**config.mk**
```make
export PLATFORM = sky130hd
export DESIGN_NAME = spi_slave_sync
export DESIGN_NICKNAME = d
export VERILOG_FILES = /design/src/rtl/spi_slave_sync.sv
export SDC_FILE = /design/constraint.sdc
export NUM_CORES = 1
export LEC_CHECK = 0
export CORE_MARGIN = 8
export CORE_UTILIZATION = 50
export DETAILED_ROUTE_END_ITERATION = 7
export PLACE_DENSITY = 0.76
export SLEW_MARGIN = 40
export SYNTH_ARGS = -nofsm -noshare
export SYNTH_HDL_FRONTEND = slang
export SYNTH_SLANG_ARGS = --single-unit
```
**constraint.sdc**
```tcl
create_clock -name clk -period 2.35 [get_ports clk]
set_clock_uncertainty 0.2 [all_clocks]
set_input_delay 0.47 -clock clk [delete_from_list [all_inputs] [get_ports clk]]
set_output_delay 0.47 -clock clk [all_outputs]
set_load 0.005 [all_outputs]
```
**src/rtl/spi_slave_sync.sv**
```systemverilog
// SPI mode-0 register-access slave, fully clocked by the system clock.
// Frame: 1 R/W bit (1 = read), ADDRW address bits, DATAW data bits, MSB first.
// SCLK/SS/MOSI pass through 2-FF synchronisers; SCLK edges come from a third FF.
// Optional feature macro: SPI_AUTOINC_EN (burst mode with address auto-increment).
`timescale 1ns/1ps

module spi_slave_sync #(
    parameter int ADDRW = 4,
    parameter int DATAW = 8
) (
    input  logic             clk,
    input  logic             rstn,
    input  logic             spien,
    input  logic             spiclk,
    input  logic             spidin,
    output logic             spidout,
    output logic             spioe,
    output logic             rdt,
    output logic             wrt,
    output logic             rdreq,
    input  logic [DATAW-1:0] rddata,
    output logic             wrstb,
    output logic [ADDRW-1:0] addr,
    output logic [DATAW-1:0] wrtdata
);

    localparam int MAXW = (ADDRW > DATAW) ? ADDRW : DATAW;
    localparam int CNTW = $clog2(MAXW + 1);
    localparam logic [CNTW-1:0] CNT_ZERO = {CNTW{1'b0}};
    localparam logic [CNTW-1:0] CNT_ONE  = CNTW'(1);
`ifdef SPI_AUTOINC_EN
    localparam logic [ADDRW-1:0] ADDR_ONE = ADDRW'(1);
`endif

    typedef enum logic [2:0] {
        ST_IDLE = 3'd0,
        ST_CMD  = 3'd1,
        ST_ADDR = 3'd2,
        ST_DATA = 3'd3,
        ST_DONE = 3'd4
    } state_t;

    // Shift one serial bit into the LSB of an address word.
    function automatic logic [ADDRW-1:0] addr_shift(input logic [ADDRW-1:0] v, input logic b);
        return (v << 1'b1) | ADDRW'(b);
    endfunction

    // Shift one serial bit into the LSB of a data word.
    function automatic logic [DATAW-1:0] data_shift(input logic [DATAW-1:0] v, input logic b);
        return (v << 1'b1) | DATAW'(b);
    endfunction

    logic             en_meta_r, en_sync_r;
    logic             sclk_meta_r, sclk_sync_r, sclk_prev_r;
    logic             din_meta_r, din_sync_r;
    logic [1:0]       valid_r;
    logic             armed_r;

    state_t           state_r, state_n;
    logic [CNTW-1:0]  cnt_r, cnt_n;
    logic             mode_r, mode_n;
    logic [ADDRW-1:0] addr_r, addr_n;
    logic [DATAW-1:0] wrtdata_r, wrtdata_n;
    logic [DATAW-1:0] miso_r, miso_n;
    logic             rdt_r, rdt_n;
    logic             wrt_r, wrt_n;
    logic             rdreq_r, rdreq_n;
    logic             wrstb_r, wrstb_n;
    logic             spioe_r, spioe_n;

    logic             sclk_rise_s, sclk_fall_s, frame_start_s;

    // Synchronise the asynchronous pins and track when a fresh slave-select rise is allowed.
    always_ff @(posedge clk or negedge rstn) begin
        if (!rstn) begin
            en_meta_r   <= 1'b0;
            en_sync_r   <= 1'b0;
            sclk_meta_r <= 1'b0;
            sclk_sync_r <= 1'b0;
            sclk_prev_r <= 1'b0;
            din_meta_r  <= 1'b0;
            din_sync_r  <= 1'b0;
            valid_r     <= 2'b00;
            armed_r     <= 1'b0;
        end else begin
            en_meta_r   <= spien;
            en_sync_r   <= en_meta_r;
            sclk_meta_r <= spiclk;
            sclk_sync_r <= sclk_meta_r;
            sclk_prev_r <= sclk_sync_r;
            din_meta_r  <= spidin;
            din_sync_r  <= din_meta_r;
            // The reset value of the synchroniser is not a real "low" on the pin, so a
            // slave select already high when reset releases must not start a frame.
            valid_r     <= {valid_r[0], 1'b1};
            armed_r     <= valid_r[1] & ~en_sync_r;
        end
    end

    assign sclk_rise_s   = sclk_sync_r & ~sclk_prev_r;
    assign sclk_fall_s   = ~sclk_sync_r & sclk_prev_r;
    assign frame_start_s = en_sync_r & armed_r;

    // Next-state and datapath decode for the frame FSM.
    always_comb begin
        state_n   = state_r;
        cnt_n     = cnt_r;
        mode_n    = mode_r;
        addr_n    = addr_r;
        wrtdata_n = wrtdata_r;
        miso_n    = miso_r;
        rdt_n     = rdt_r;
        wrt_n     = wrt_r;
        rdreq_n   = 1'b0;
        wrstb_n   = 1'b0;
        spioe_n   = 1'b0;

`ifdef SPI_AUTOINC_EN
        // Write burst: the address moves on only after the strobe used the old value.
        if (wrstb_r) begin
            addr_n = addr_r + ADDR_ONE;
        end else begin
            addr_n = addr_r;
        end
`endif

        // MISO: load the read word the clk after rdreq; never shift before the first
        // data rise of a word so the master samples the MSB on that rise.
        if (rdreq_r) begin
            miso_n = rddata;
        end else if (sclk_fall_s && (state_r == ST_DATA) && (cnt_r != CNT_ZERO)) begin
            miso_n = {miso_r[DATAW-2:0], 1'b0};
        end else begin
            miso_n = miso_r;
        end

        if (!en_sync_r) begin
            // Deselect aborts everything; addr/wrtdata keep their last values.
            state_n = ST_IDLE;
            cnt_n   = CNT_ZERO;
            mode_n  = 1'b0;
            addr_n  = addr_r;
            miso_n  = {DATAW{1'b0}};
            rdt_n   = 1'b0;
            wrt_n   = 1'b0;
            rdreq_n = 1'b0;
            wrstb_n = 1'b0;
        end else begin
            case (state_r)
                ST_IDLE: begin
                    if (frame_start_s) begin
                        state_n = ST_CMD;
                        cnt_n   = CNT_ZERO;
                        mode_n  = 1'b0;
                    end else begin
                        state_n = ST_IDLE;
                    end
                end
                ST_CMD: begin
                    if (sclk_rise_s) begin
                        mode_n  = din_sync_r;
                        state_n = ST_ADDR;
                        cnt_n   = CNT_ZERO;
                    end else begin
                        state_n = ST_CMD;
                    end
                end
                ST_ADDR: begin
                    if (sclk_rise_s) begin
                        addr_n = addr_shift(addr_r, din_sync_r);
                        if (cnt_r == CNTW'(ADDRW - 1)) begin
                            state_n = ST_DATA;
                            cnt_n   = CNT_ZERO;
                            rdt_n   = mode_r;
                            wrt_n   = ~mode_r;
                            rdreq_n = mode_r;
                        end else begin
                            cnt_n = cnt_r + CNT_ONE;
                        end
                    end else begin
                        state_n = ST_ADDR;
                    end
                end
                ST_DATA: begin
                    if (sclk_rise_s) begin
                        if (!mode_r) begin
                            wrtdata_n = data_shift(wrtdata_r, din_sync_r);
                        end else begin
                            wrtdata_n = wrtdata_r;
                        end
                        if (cnt_r == CNTW'(DATAW - 1)) begin
                            cnt_n   = CNT_ZERO;
                            wrstb_n = ~mode_r;
`ifdef SPI_AUTOINC_EN
                            state_n = ST_DATA;
                            if (mode_r) begin
                                addr_n  = addr_r + ADDR_ONE;
                                rdreq_n = 1'b1;
                            end else begin
                                rdreq_n = 1'b0;
                            end
`else
                            state_n = ST_DONE;
`endif
                        end else begin
                            cnt_n = cnt_r + CNT_ONE;
                        end
                    end else begin
                        state_n = ST_DATA;
                    end
                end
                ST_DONE: begin
                    state_n = ST_DONE;
                end
                default: begin
                    state_n = ST_IDLE;
                    cnt_n   = CNT_ZERO;
                end
            endcase
        end

        spioe_n = en_sync_r & mode_n &
                  ((state_n == ST_ADDR) || (state_n == ST_DATA) || (state_n == ST_DONE));
    end

    // Frame state and all output registers.
    always_ff @(posedge clk or negedge rstn) begin
        if (!rstn) begin
            state_r   <= ST_IDLE;
            cnt_r     <= CNT_ZERO;
            mode_r    <= 1'b0;
            addr_r    <= {ADDRW{1'b0}};
            wrtdata_r <= {DATAW{1'b0}};
            miso_r    <= {DATAW{1'b0}};
            rdt_r     <= 1'b0;
            wrt_r     <= 1'b0;
            rdreq_r   <= 1'b0;
            wrstb_r   <= 1'b0;
            spioe_r   <= 1'b0;
        end else begin
            state_r   <= state_n;
            cnt_r     <= cnt_n;
            mode_r    <= mode_n;
            addr_r    <= addr_n;
            wrtdata_r <= wrtdata_n;
            miso_r    <= miso_n;
            rdt_r     <= rdt_n;
            wrt_r     <= wrt_n;
            rdreq_r   <= rdreq_n;
            wrstb_r   <= wrstb_n;
            spioe_r   <= spioe_n;
        end
    end

    assign spidout = miso_r[DATAW-1];
    assign spioe   = spioe_r;
    assign rdt     = rdt_r;
    assign wrt     = wrt_r;
    assign rdreq   = rdreq_r;
    assign wrstb   = wrstb_r;
    assign addr    = addr_r;
    assign wrtdata = wrtdata_r;

endmodule

```
## Word-level counts from Yosys, hierarchy flattened

Index checks and enable logic that the tools add are counted.
Widths: inputs -> output; s select.

- Add/sub/neg operators: 1
- Equal/unequal tests: 18
- Multiplexer cells: 39
- Bitwise operators: 12
- Reductions and logical operators: 10

Operator list:

| kind | number |
|---|---|
| $mux 4 | 7 |
| $mux 8 | 3 |
| $mux 1 | 20 |
| $pmux 4 s5 | 1 |
| $mux 3 | 5 |
| $pmux 3 s5 | 1 |
| $eq 3x2->1 const B | 4 |
| $ne 3x3->1 const B | 4 |
| $or 8x1->8 | 1 |
| $and 1x1->1 | 6 |
| $eq 3x3->1 const B | 2 |
| $ne 2x1->1 const B | 3 |
| $reduce_and 3->1 | 2 |
| $reduce_and 5->1 | 1 |
| $add 4x1->4 const B | 1 |
| $eq 4x2->1 const B | 1 |
| $eq 4x3->1 const B | 1 |
| $not 1->1 | 4 |
| $or 4x1->4 | 1 |
| $reduce_and 4->1 | 1 |
| $reduce_bool 4->1 | 1 |
| $eq 3x1->1 const B | 1 |
| $logic_not 3->1 | 1 |
| $ne 3x1->1 const B | 1 |
| other kinds (5) | 7 |

- Bits in registers: 43
- Bits of input ports: 13
- Output and inout port bits: 18
- Word-level logic and storage cells: 100

## Depth between registers and ports, before layout

Gate-level depths: netlist (run 1).

- Word-level depth: 9
- Gate-level depth with buffers: 5
- Depth with buffers taken out: 5

## Least setup slack after synthesis (run 1)

OpenSTA, ideal clock, no wires.

- Path kind: register -> register
- From: reg cnt_r[0]
- To: reg miso_r[1]
- Setup time: 0.125 ns
- Arrival: 1.487 ns
- Data required time: 2.025 ns
- Setup slack: 0.538 ns
- Cell stages (with the launch flop): 6
- Path buffers: 0
- Period minus slack after synthesis: 1.812 ns
- Cell sequence: dfrtp_1 -> inv_1 -> ha_1 -> nand2_1 -> a311oi_4 -> mux2_2

- Cells in the longest elaborated chain, start to end: 3

RTL lines:

| element | RTL line | source |
|---|---|---|
| start: declaration | 60 | `logic [CNTW-1:0] cnt_r, cnt_n;` |
| start signal: assignment | 242 | `cnt_r <= cnt_n;` |
| $reduce_bool 4->1 | 131 | `end else if (sclk_fall_s && (state_r == ST_DATA) && (cnt_r != CNT_ZERO)) begin` |
| $logic_and 1x1->1 | 131 |  |
| $ne 3x1->1 (no line) | - |  |
| end signal: assignment | 234 | `miso_r <= {DATAW{1'b0}};` |
| end signal: assignment | 246 | `miso_r <= miso_n;` |
| end: declaration | 64 | `logic [DATAW-1:0] miso_r, miso_n;` |

Every way passes these cells.
A chain may end at the register's enable or synchronous reset.

## Worst setup path after layout (run 1)

- From: reg rdreq_r (netlist: rdreq)
- To: out rdreq

RTL lines:

| element | RTL line | source |
|---|---|---|
| start: declaration | 67 | `logic rdreq_r, rdreq_n;` |
| start signal: assignment | 249 | `rdreq_r <= rdreq_n;` |
| end: declaration | 20 | `output logic rdreq,` |

No word-level cell between the ends.

==> out/qor.txt, run 1 <==
Status - completed
Static Leak - 1.07 nW
Critical path launch point type - flop
Via count - 1,303
Drt pass-1 iters - 4
Sequential cell area - 0.00108 sq mm
Clock Tree Buf Depth - 2
Clock Latency Late Sink - 0.29 ns
Top_reg_cell synth - dfrtp_1
Distinct cells, synth - 43
FFs w/ async S/R, synth - 1.00
Slowest CP cell - dfrtp_1
Final Max Tran Viols - 0
CP delay by family, top - flip-flops
Area of the core - 0.00366 sq mm
Largest net degree at the start of global routing - 23
Port bufs - 30
Switching Fraction - 0.213
Non-Filler Cell Area, Final - 0.00238 sq mm
Antenna cells - 0
DRT iter0 DRCs - 85
Clock transition at path regs - 0.08 ns
Worst Path Buf+Inv - 1
Flops & latches, synth - 43
Min-delay worst type - flop to flop
Worst IR drop on VDD - 0.000545 V
Worst path cell trace - clkdlybuf4s50_1
First-pass GRT wire length - 6420 um
Arr. time, crit path - 1.54 ns
Psw - 0.000301 W
Sequential power share - 0.541
Number of fillers in the final layout - 283
Fin crit period - 2.21 ns
Antenna violations before repair - 0
Detailed-route DRC error count - 0
GP Congestion - 0.929
Post-synthesis sequential area ratio - 0.569
I/O pin cnt - 31
Crit end category - primary output
Post-CTS Hold Fix Bufs - 1
Combinational share of power - 0.061
Nets - 204
Number of cell rows - 22
Num CTS Buffers - 5
Num Clock Sinks - 43
YS warnings - 0
P&R area growth vs syn - 25.9%
Antenna-violating nets left - 0
Setup bufs post-CTS - 0
Detailed placement HPWL - 2720 um
RSZ-0062 raised after global routing - false
Initial Utilization - 0.517
Max Clock Freq - 0.452 GHz
Full die area - 0.00601 sq mm
Clock H-tree levels - 2
Mapped Cells - 153
Root Driver - clkbuf_8
CTS tree - yes
Gr usage total - 0.132
Total gr overflow - 0
Fraction of layout cells with a size suffix above 1 - 0.184
Worst Path Max Fanout - 10
CP peak stage delay - 0.65 ns
Die height - 77.5 um
Die W - 77.5 um
Tcrit/Tclk final - 0.941
Instance area at placement - 0.00226 sq mm
Pint - 0.00111 W
Post-synth EDFFs - 0
Area of the multi-input gates - 754 sq um
CTS resizes - 0
Vias/cell - 5.47
P per Cell Area - 594 mW/mm^2
Net count after synthesis - 168
Maxcap violations - 0
Post-synthesis cell area - 0.00189 sq mm
Setup TNS - 0 ns
Vias in the first global route - 1,344
Crit Path Class - flop to primary output
Detailed Route WL - 3690 um
Worst Path Required - 1.68 ns
Clock Power Share - 0.398
Final Hold Viols - 0
Syn_area_per_cell - 12.4 sq um
Setup violators final - 0
WL per Instance - 15.5 um
-- kinds of logic after synthesis --
family          Yosys count  share of synthesized area
simple gates             44                      0.128
buf+inv                  15                     0.0324
compound gates           19                     0.0900
fa+ha+maj                 2                     0.0132
flops                    43                      0.569
xor+xnor                  1                    0.00463
mux                      28                      0.161
other cells               1                    0.00198
-- metrics by stage --
stage | std cells | setup slack [ns] | util | hold slack, ns | power [W]
global placement | 229 | 0.444 | 0.617 | 0.132 | 0.000863
detailed placement | 229 | 0.386 | 0.617 | 0.136 | 0.000866
global route | 238 | 0.0401 | 0.650 | 0.164 | 0.00147
floorplan | 153 | 0.538 | - | -0.0256 | 0.000812
finish | 238 | 0.140 | 0.650 | 0.152 | 0.00141
CTS | 238 | 0.109 | 0.650 | 0.154 | 0.00143
-- layout make-up --
| class | count | share of cell area |
|---|---|---|
| clock inverters | 3 | 0.0184 |
| repair buffers | 34 | 0.143 |
| clock buffers | 5 | 0.0289 |
| inverters | 10 | 0.0158 |
| well taps | 48 | 0.0252 |
| flip-flops and latches | 43 | 0.452 |
| multi-input cells | 95 | 0.317 |
-- power by group through the flow --
stage | clock, W | sequential [W] | combinational [W]
floorplan | 0 | 0.000775 | 0.0000374
global placement | 0 | 0.000779 | 0.0000840
detailed placement | 0 | 0.000780 | 0.0000860
CTS | 0.000581 | 0.000765 | 0.0000879
global route | 0.000606 | 0.000768 | 0.0000969
finish | 0.000563 | 0.000765 | 0.0000863
-- state kept, by name, indices dropped and copies added (netlist names) --
register,flops
valid_r,2
en_sync_r,1
wrt,1
cnt_r,4
sclk_sync_r,1
din_sync_r,1
sclk_prev_r,1
wrtdata,8
en_meta_r,1
rdt,1
spioe,1
wrstb,1
armed_r,1
din_meta_r,1
miso_r,8
rdreq,1
state_r,3
addr,4
mode_r,1
sclk_meta_r,1
-- layer usage --
layer	part of all wire	wire, um	GRT usage
met4	0.027	98	0.0736
met3	0.079	290	0.0461
met2	0.48	1790	0.218
met5	0	0	0
met1	0.41	1510	0.146
-- cells in the final DEF, fill, tap and decap left out, types with 3 or more instances in the layout --
| cell | n |
|---|---|
| nand2_1 | 5 |
| dfrtp_1 | 43 |
| a21oi_1 | 4 |
| nand3_1 | 3 |
| nor3b_1 | 3 |
| clkdlybuf4s50_1 | 29 |
| clkbuf_8 | 5 |
| mux2_2 | 19 |
| mux2i_1 | 9 |
| nor2_1 | 15 |
| inv_1 | 10 |
-- cell usage after synthesis (2+ instances only) --
| cell type | n | area [sq um] |
|---|---|---|
| a211o_1 | 2 | 17.5 |
| mux2i_1 | 9 | 90.1 |
| nand4_1 | 2 | 12.5 |
| ha_1 | 2 | 25.0 |
| nand2_1 | 5 | 18.8 |
| a21oi_1 | 4 | 20.0 |
| inv_1 | 10 | 37.5 |
| mux2_2 | 19 | 214 |
| nand2b_1 | 2 | 12.5 |
| nand3b_1 | 2 | 15.0 |
| or3_1 | 2 | 12.5 |
| nor2_1 | 15 | 56.3 |
| dfrtp_1 | 43 | 1080 |
| nand3_1 | 3 | 15.0 |
| and3_1 | 2 | 12.5 |
| nor3b_1 | 3 | 22.5 |
| clkbuf_1 | 2 | 7.51 |
-- final timing paths --
kind | cells after the start | end | slack (ns) | from
setup / recovery | 1 | rdreq | 0.14 | rdreq
hold / removal | 0 | valid_r[1] | 0.15 | valid_r[0]
setup reg to reg | 4 | cnt_r[0] | 0.36 | state_r[0]
hold reg to reg | 0 | valid_r[1] | 0.15 | valid_r[0]
max in group asynchronous | 3 | miso_r[5] | 0.99 | rstn
min in group asynchronous | 2 | wrtdata[3] | 0.48 | rstn
-- worst register-to-register path, delay by kind of cell, from the launching register on --
family | cells | cell delay [ns]
and+or+nand+nor | 2 | 0.67
DFF | 1 | 0.52
AOI/OAI and AO/OA | 2 | 0.48
No activity file was read; power rests on OpenSTA's default activity.
==> inputs of run 2 (changes only) <==
--- a/config.mk
+++ b/config.mk
@@ -5,10 +5,12 @@
 export SDC_FILE = /design/constraint.sdc
 export NUM_CORES = 1
 export LEC_CHECK = 0
+export CAP_MARGIN = 15
 export CORE_MARGIN = 8
 export CORE_UTILIZATION = 50
 export DETAILED_ROUTE_END_ITERATION = 7
 export PLACE_DENSITY = 0.76
+export SKIP_LAST_GASP = 1
 export SLEW_MARGIN = 40
 export SYNTH_ARGS = -nofsm -noshare
 export SYNTH_HDL_FRONTEND = slang
==> results of run 2 <==
Same layout as run 1: the final DEF is identical, and so are final timing and power.
